<file path="config.mk">
export PLATFORM = sky130hd
export DESIGN_NAME = inst_mem_sync
export DESIGN_NICKNAME = d
export VERILOG_FILES = /design/src/rtl/inst_mem_sync.sv
export SDC_FILE = /design/constraint.sdc
export NUM_CORES = 2
export LEC_CHECK = 0
export BUFFER_PORTS_ARGS = -buffer_cell sky130_fd_sc_hd__buf_2
export CORE_MARGIN = 8
export CORE_UTILIZATION = 60
export CTS_CLUSTER_SIZE = 28
export DETAILED_ROUTE_END_ITERATION = 10
export PLACE_DENSITY = 0.76
export SETUP_SLACK_MARGIN = 0.2
export SLEW_MARGIN = 20
export SYNTH_ARGS = -nofsm -noshare
export SYNTH_HDL_FRONTEND = slang
export SYNTH_SLANG_ARGS = --single-unit
</file>
<file path="constraint.sdc">
create_clock -name i_clk -period 34.8 [get_ports i_clk]
set_input_delay 0 -clock i_clk [delete_from_list [all_inputs] [get_ports i_clk]]
set_output_delay 0 -clock i_clk [all_outputs]
set_load 0.02 [all_outputs]
</file>
<file path="src/rtl/inst_mem_sync.sv">
// ---------------------------------------------------------------------------
// inst_mem_sync
//  Byte-programmable instruction memory with a synchronous word fetch port.
//  A small FSM (IDLE/PROG/FULL) makes programming and fetch mutually
//  exclusive. The program port writes one byte per accepted handshake at an
//  auto-incrementing pointer. The fetch port returns one little-endian word
//  one cycle after each request.
//
//  Ports
//   i_clk, i_rst         clock (rising edge), asynchronous active-high reset
//   i_prog_en            program mode request
//   i_prog_addr          start pointer, loaded on entry to programming
//   i_prog_valid/_data   byte stream; accepted when valid && o_prog_ready
//   o_prog_ready         registered, high only while in PROG
//   o_prog_err           sticky: a byte was dropped because the array is full
//   o_prog_csum          XOR of accepted bytes since programming entry
//   i_fetch_req/_addr    fetch request and byte address of the word's LSB
//   o_fetch_valid        one-cycle response strobe
//   o_fetch_data         {mem[a+3], ..., mem[a]}, held while not valid
//   o_fetch_err          response invalid (out of range or busy programming)
//
//  Configuration macro: INST_MEM_CHECKSUM_EN
//   defined   : o_prog_csum is a running XOR checksum register
//   undefined : o_prog_csum is tied to zero and no register is built
// ---------------------------------------------------------------------------
module inst_mem_sync #(
    parameter int ADDR_BITS  = 8,
    parameter int DEPTH      = 128,
    parameter int WORD_BYTES = 4,
    parameter int BYTE_W     = 8
) (
    input  logic                         i_clk,
    input  logic                         i_rst,
    input  logic                         i_prog_en,
    input  logic [ADDR_BITS-1:0]         i_prog_addr,
    input  logic                         i_prog_valid,
    input  logic [BYTE_W-1:0]            i_prog_data,
    output logic                         o_prog_ready,
    output logic                         o_prog_err,
    output logic [BYTE_W-1:0]            o_prog_csum,
    input  logic                         i_fetch_req,
    input  logic [ADDR_BITS-1:0]         i_fetch_addr,
    output logic                         o_fetch_valid,
    output logic [WORD_BYTES*BYTE_W-1:0] o_fetch_data,
    output logic                         o_fetch_err
);

    localparam int IDX_W = (DEPTH > 1) ? $clog2(DEPTH) : 1;
    // One extra bit so pointer and fetch arithmetic never wrap.
    localparam int AW = ADDR_BITS + 1;
    localparam int DW = WORD_BYTES * BYTE_W;
    localparam logic [AW-1:0] DEPTH_W = AW'(DEPTH);
    localparam logic [AW-1:0] LAST_W  = AW'(DEPTH - 1);
    localparam logic [AW-1:0] SPAN_W  = AW'(WORD_BYTES - 1);

    typedef enum logic [1:0] {
        ST_IDLE = 2'd0,
        ST_PROG = 2'd1,
        ST_FULL = 2'd2
    } state_e;

    state_e            state_q, state_d;
    logic [AW-1:0]     ptr_q, ptr_d;
    logic              ready_q, ready_d;
    logic              perr_q, perr_d;
    logic              fvalid_q, fvalid_d;
    logic              ferr_q, ferr_d;
    logic [DW-1:0]     fdata_q, fdata_d;
    logic              wr_en_s;
    logic [AW-1:0]     fidx_s;
    logic [BYTE_W-1:0] mem_q [DEPTH];

    // Program FSM next state, pointer, ready and sticky error.
    always_comb begin
        state_d = state_q;
        ptr_d   = ptr_q;
        perr_d  = perr_q;
        wr_en_s = 1'b0;
        case (state_q)
            ST_IDLE: begin
                if (i_prog_en) begin
                    ptr_d  = {1'b0, i_prog_addr};
                    perr_d = 1'b0;
                    // A start pointer past the array goes straight to FULL so
                    // ready never rises for an unwritable address.
                    if ({1'b0, i_prog_addr} >= DEPTH_W) begin
                        state_d = ST_FULL;
                    end else begin
                        state_d = ST_PROG;
                    end
                end else begin
                    state_d = ST_IDLE;
                end
            end
            ST_PROG: begin
                if (i_prog_valid && ready_q) begin
                    wr_en_s = 1'b1;
                    ptr_d   = ptr_q + AW'(1);
                end else begin
                    ptr_d   = ptr_q;
                end
                if (!i_prog_en) begin
                    state_d = ST_IDLE;
                end else if (wr_en_s && (ptr_q == LAST_W)) begin
                    state_d = ST_FULL;
                end else begin
                    state_d = ST_PROG;
                end
            end
            ST_FULL: begin
                if (i_prog_valid) begin
                    perr_d = 1'b1;
                end else begin
                    perr_d = perr_q;
                end
                if (!i_prog_en) begin
                    state_d = ST_IDLE;
                end else begin
                    state_d = ST_FULL;
                end
            end
            default: begin
                state_d = ST_IDLE;
            end
        endcase
        ready_d = (state_d == ST_PROG);
    end

    // Fetch response: busy responses carry error and zero data; otherwise
    // out-of-range bytes read zero and a straddling word is flagged.
    always_comb begin
        fvalid_d = i_fetch_req;
        ferr_d   = ferr_q;
        fdata_d  = fdata_q;
        fidx_s   = {AW{1'b0}};
        if (i_fetch_req) begin
            if (state_q != ST_IDLE) begin
                ferr_d  = 1'b1;
                fdata_d = {DW{1'b0}};
            end else begin
                ferr_d = (({1'b0, i_fetch_addr} + SPAN_W) >= DEPTH_W);
                for (int k = 0; k < WORD_BYTES; k++) begin
                    fidx_s = {1'b0, i_fetch_addr} + AW'(k);
                    if (fidx_s < DEPTH_W) begin
                        fdata_d[k*BYTE_W +: BYTE_W] = mem_q[fidx_s[IDX_W-1:0]];
                    end else begin
                        fdata_d[k*BYTE_W +: BYTE_W] = {BYTE_W{1'b0}};
                    end
                end
            end
        end else begin
            ferr_d  = ferr_q;
            fdata_d = fdata_q;
        end
    end

    // Control and output registers.
    always_ff @(posedge i_clk or posedge i_rst) begin
        if (i_rst) begin
            state_q  <= ST_IDLE;
            ptr_q    <= {AW{1'b0}};
            ready_q  <= 1'b0;
            perr_q   <= 1'b0;
            fvalid_q <= 1'b0;
            ferr_q   <= 1'b0;
            fdata_q  <= {DW{1'b0}};
        end else begin
            state_q  <= state_d;
            ptr_q    <= ptr_d;
            ready_q  <= ready_d;
            perr_q   <= perr_d;
            fvalid_q <= fvalid_d;
            ferr_q   <= ferr_d;
            fdata_q  <= fdata_d;
        end
    end

    // Byte array: cleared on reset, written at the pointer on each accept.
    always_ff @(posedge i_clk or posedge i_rst) begin
        if (i_rst) begin
            for (int i = 0; i < DEPTH; i++) begin
                mem_q[i] <= {BYTE_W{1'b0}};
            end
        end else if (wr_en_s) begin
            mem_q[ptr_q[IDX_W-1:0]] <= i_prog_data;
        end
    end

`ifdef INST_MEM_CHECKSUM_EN
    logic [BYTE_W-1:0] csum_q, csum_d;
    logic              csum_clr_s;

    // Checksum restarts on programming entry and folds in each accepted byte.
    always_comb begin
        csum_clr_s = (state_q == ST_IDLE) && i_prog_en;
        if (csum_clr_s) begin
            csum_d = {BYTE_W{1'b0}};
        end else if (wr_en_s) begin
            csum_d = csum_q ^ i_prog_data;
        end else begin
            csum_d = csum_q;
        end
    end

    // Checksum register.
    always_ff @(posedge i_clk or posedge i_rst) begin
        if (i_rst) begin
            csum_q <= {BYTE_W{1'b0}};
        end else begin
            csum_q <= csum_d;
        end
    end

    assign o_prog_csum = csum_q;
`else
    assign o_prog_csum = {BYTE_W{1'b0}};
`endif

    assign o_prog_ready  = ready_q;
    assign o_prog_err    = perr_q;
    assign o_fetch_valid = fvalid_q;
    assign o_fetch_data  = fdata_q;
    assign o_fetch_err   = ferr_q;

endmodule

</file>
==> results by stage <==
Status:
- The run finished with clean final reports.

Placed design:
- The count of buffers from port buffering is 64.
- The number of placed instances, taps included, is 6522.
- The congestion estimate from routability-driven global placement came to 1.04.
- Detailed placement finished with a half-perimeter wire length of 174000 um.

Drt:
- In the routed design, unresolved DRC markers number 0.
- In the final routed layout, each cell accounts on average for 39.7 um.
- For this block, the routed nets add up to 269000 um of wire.
- The first-iteration detailed-routing DRC count is 9331.
- The number of detailed-routing iterations run before antenna repair is 9.
- The number of vias per cell after detailed routing is 8.16.
- The number of nets with antenna violations after routing is 0.
- For this block, the via count after detailed routing is 55326.

Logic synthesis:
- The top cell type's share of synthesized area is 36.0%.
- The sequential element share of the synthesized area is 36.0%.
- The synthesized design spends more area on one cell type than any other, namely dfrtp_1.
- Counting flops and latches in the post-synthesis netlist gives 1071.
- By count the netlist is led by mux4_2, dfrtp_1, mux2_2, nand2_1, clkbuf_1.
- The most common cell in the synthesized netlist is mux4_2.
- The number of distinct standard cells referenced by the synthesized netlist is 76.
- The mean instance size in the synthesized netlist is 14.4 sq um.
- The commonest register cell after synthesis is dfrtp_1.
- The synthesized instance count is 5182.
- Counting flops with a built-in enable in the synthesized netlist gives 0.
- Counting flops with an async set or reset pin after synthesis yields a share of 100%.
- The cell area that synthesis handed to floorplanning was 74500 sq um.
- Sorting the synthesized cells by area gives the leading types as dfrtp_1, mux4_2, mux2_2, mux2i_1, nand2_1.
- The Yosys warning count is 0.

Timing:
- Setup repair after global routing left no endpoint under its margin.
- The setup violation total in the final timing report is 0.
- After layout, the worst path uses 15.4% of the clock period.
- Based on the critical path, the design can be clocked at up to 186 MHz.
- The smallest clock period supported by the final layout is computed as 5.36 ns.
- Summed over all failing endpoints, the final setup total negative slack is 0 ns.
- The post-route clock skew is 0.0343 ns.
- The final hold slack is 0.0653 ns.
- The hold violation count in the final report is 0.
- At the pin with the least slew margin, the transition time is 1.35 ns.
- The total count of max-transition violations in the final report is 0.
- In this run the tightest slew margin relative to its limit is 9.88%.

Setup path:
- The critical path class is in2reg.
- The critical path data required time is 35.50 ns.
- Tracing the worst setup path back leads to its startpoint at i_fetch_addr[1].
- The worst register-to-register path ends at mem_q[239].
- The logic depth of the worst path, buffers included is 12.
- Following the worst setup path forward leads to its endpoint at o_fetch_data[12].
- The element type at the critical path end is a register.
- The highest fanout seen on the critical path is 156.
- In this design, the stage delay of the slowest critical-path cell is 1.02 ns.
- The kind of start point of the critical path is a primary input.
- The critical path goes through buf_8, inv_1, ha_4, buf_12, buf_12, mux4_2, nand2_1, nand2_1, o22ai_1, o21ai_0, o311ai_1, o211ai_1.
- Among all stages on the critical path, the largest delay is contributed by o21ai_0.
- The number of cells on the worst reg-to-reg path is 5.
- The startpoint identified for the worst register-to-register timing path is state_q[0].
- The kind of cell adding the most delay to the critical path is buffers and inverters.
- For the worst setup path, the data arrival time is 6.06 ns.
- The register-to-register setup slack is 30.36 ns.
- The total buffers and inverters traversed by the critical path is 4.

Cells and area:
- The register area is 26800 sq um.
- The layout net count is 5064.
- The filler cells instantiated in the layout total 8834.
- The number of cells in the finished layout apart from fillers is 6783.
- The area occupied by multi-input gates is 45100 sq um.
- In the final layout, the share of cells above drive strength 1 is 50.6%.
- The synthesis-to-layout area growth is 7.24%.

Power:
- The highest ir drop seen on vdd is 0.0000483 V.
- Summed over all cells, the static leakage comes to 33.6 nW.
- The power per cell area is 39.3 nW/um^2.

Clock network:
- TritonCTS built the clock tree.
- Clock-pin slew was measured on the worst setup and hold paths at 0.06 ns.
- The number of buffers added by the clock tree synthesis step is 117.
- The clock passes through at most 3 buffers.
- The CTS sink count is 1071.
- The root cell of the clock tree is clkbuf_16.
- The clock tree synthesis step divided the H-tree into 3 levels.
- The post-CTS repair timing setup buffer count is 0.
- The insertion delay of the later-clocked pin in the worst-skew pair is 0.79 ns.

Floorplanning:
- The number of standard-cell rows in the floorplan is 129.
- The horizontal die dimension is 368 um.
- The die covers 136000 sq um.
- The core outline area is 123000 sq um.
- From bottom edge to top edge, the die measures 368 um.
- The effective utilization at floorplan is 60.3%.
- The top-level port count is 73.

Hold path:
- The class of the tightest hold or removal check is in2reg.

Global route:
- Entering global routing, the biggest net connects 161 pins.
- The overall global routing resource usage is 39.2%.
- The number of global-route vias before repair is 53543.
- The residual overflow from global routing is 0.
- The global-route wire length before repair is 388000 um.
- The initial antenna violation count was 14.

Run:
- The tool flagged a number of max-cap violations equal to 0.
==> power by group <==
part / internal (W) / total [W] / leakage [nW] / switching [W]
clock network: 0.000779 / 0.00133 / 1.99 / 0.000551
logic: 0.000164 / 0.000497 / 16.7 / 0.000333
registers: 0.00127 / 0.00131 / 14.9 / 0.0000394
total: 0.00221 / 0.00314 / 33.6 / 0.000923
==> through the flow <==
stage	area [sq um]	total power, W	setup WS, ns	utilization [%]
2_1_floorplan	74500	0.00164	4.65	-
3_3_place_gp	75400	0.00179	28.86	61.1
3_5_place_dp	75500	0.00180	28.73	61.1
4_1_cts	79800	0.00311	29.51	64.6
5_1_grt	79800	0.00320	29.34	64.7
6_report	79900	0.00314	29.44	64.7
==> what timing repair did <==
action / 4_1_cts / 5_1_grt
endpoints found under the hold margin: 451 / 0
hold buffers: 25 / 0
resized for setup: 0 / 0
==> final cells by class <==
| cell class | instances | area share [%] |
|---|---|---|
| Sequential cell | 1071 | 33.6 |
| Multi-Input combinational cell | 3600 | 56.5 |
| Clock buffer | 178 | 4.38 |
| Inverter | 13 | 0.0705 |
| Tap cell | 1637 | 2.56 |
| Timing Repair Buffer | 227 | 2.21 |
| Antenna cell | 17 | 0.0533 |
| Clock inverter | 40 | 0.692 |
==> worst min path at each step <==
stage | cells past startpoint | to | startpoint
after floorplan | 0 | o_fetch_valid | i_fetch_req
after global placement | 2 | mem_q[85] | i_rst
after detailed placement | 2 | mem_q[93] | i_rst
after CTS | 4 | ptr_q[0] | i_prog_addr[0]
after global routing | 4 | ptr_q[0] | i_prog_addr[0]
final | 4 | ptr_q[0] | i_prog_addr[0]
==> cell families after synthesis <==
group	Yosys count	share of synthesized area, %
AOI/OAI and AO/OA	399	3.79
xor gates and xnor gates	23	0.321
adders and majority gates	5	0.0840
buffers and inverters	518	3.95
DFF	1071	36.0
muxes	2297	50.7
other	1	0.00504
and+or+nand+nor	868	5.12
==> placed cells by master, fill, tap and decap left out, types with 14 or more instances in the layout <==
master and instances:
nand2_1 492, dfrtp_1 1071, clkinv_2 18, nor2_2 43, nand3_1 50, buf_2 52
nor3_1 45, mux2i_1 193, clkbuf_8 28, a22oi_1 44, mux4_2 1080, diode_2 17
o21ai_0 46, o211ai_1 14, clkbuf_16 120, clkbuf_1 30, nor2_1 111, mux2_2 1024
o22ai_1 23, nand4_1 24, a32oi_1 57, dlygate4sd3_1 25, buf_4 138, and3_1 26
a21oi_1 74, a31oi_1 27
==> registers in the layout (all words and copies together) (netlist names) <==
| signal | count |
|---|---|
| mem_q | 1024 |
| o_fetch_data | 32 |
| ptr_q | 9 |
| state_q | 2 |
| o_fetch_err | 1 |
| o_fetch_valid | 1 |
| o_prog_err | 1 |
| o_prog_ready | 1 |
==> worst reg2reg max path: cells and delay by family (launching register included) <==
family,cells,cell delay [ns]
and+or+nand+nor,4,3.15
DFF,1,0.63
muxes,1,0.54
==> per-layer routing <==
metal  wire (um)  GRT usage (%)
met1       89100           49.1
met2      112000           53.7
met3       44700           19.4
met4       23400           25.5
met5         399           1.85
Power figures use the tool's default switching activity.
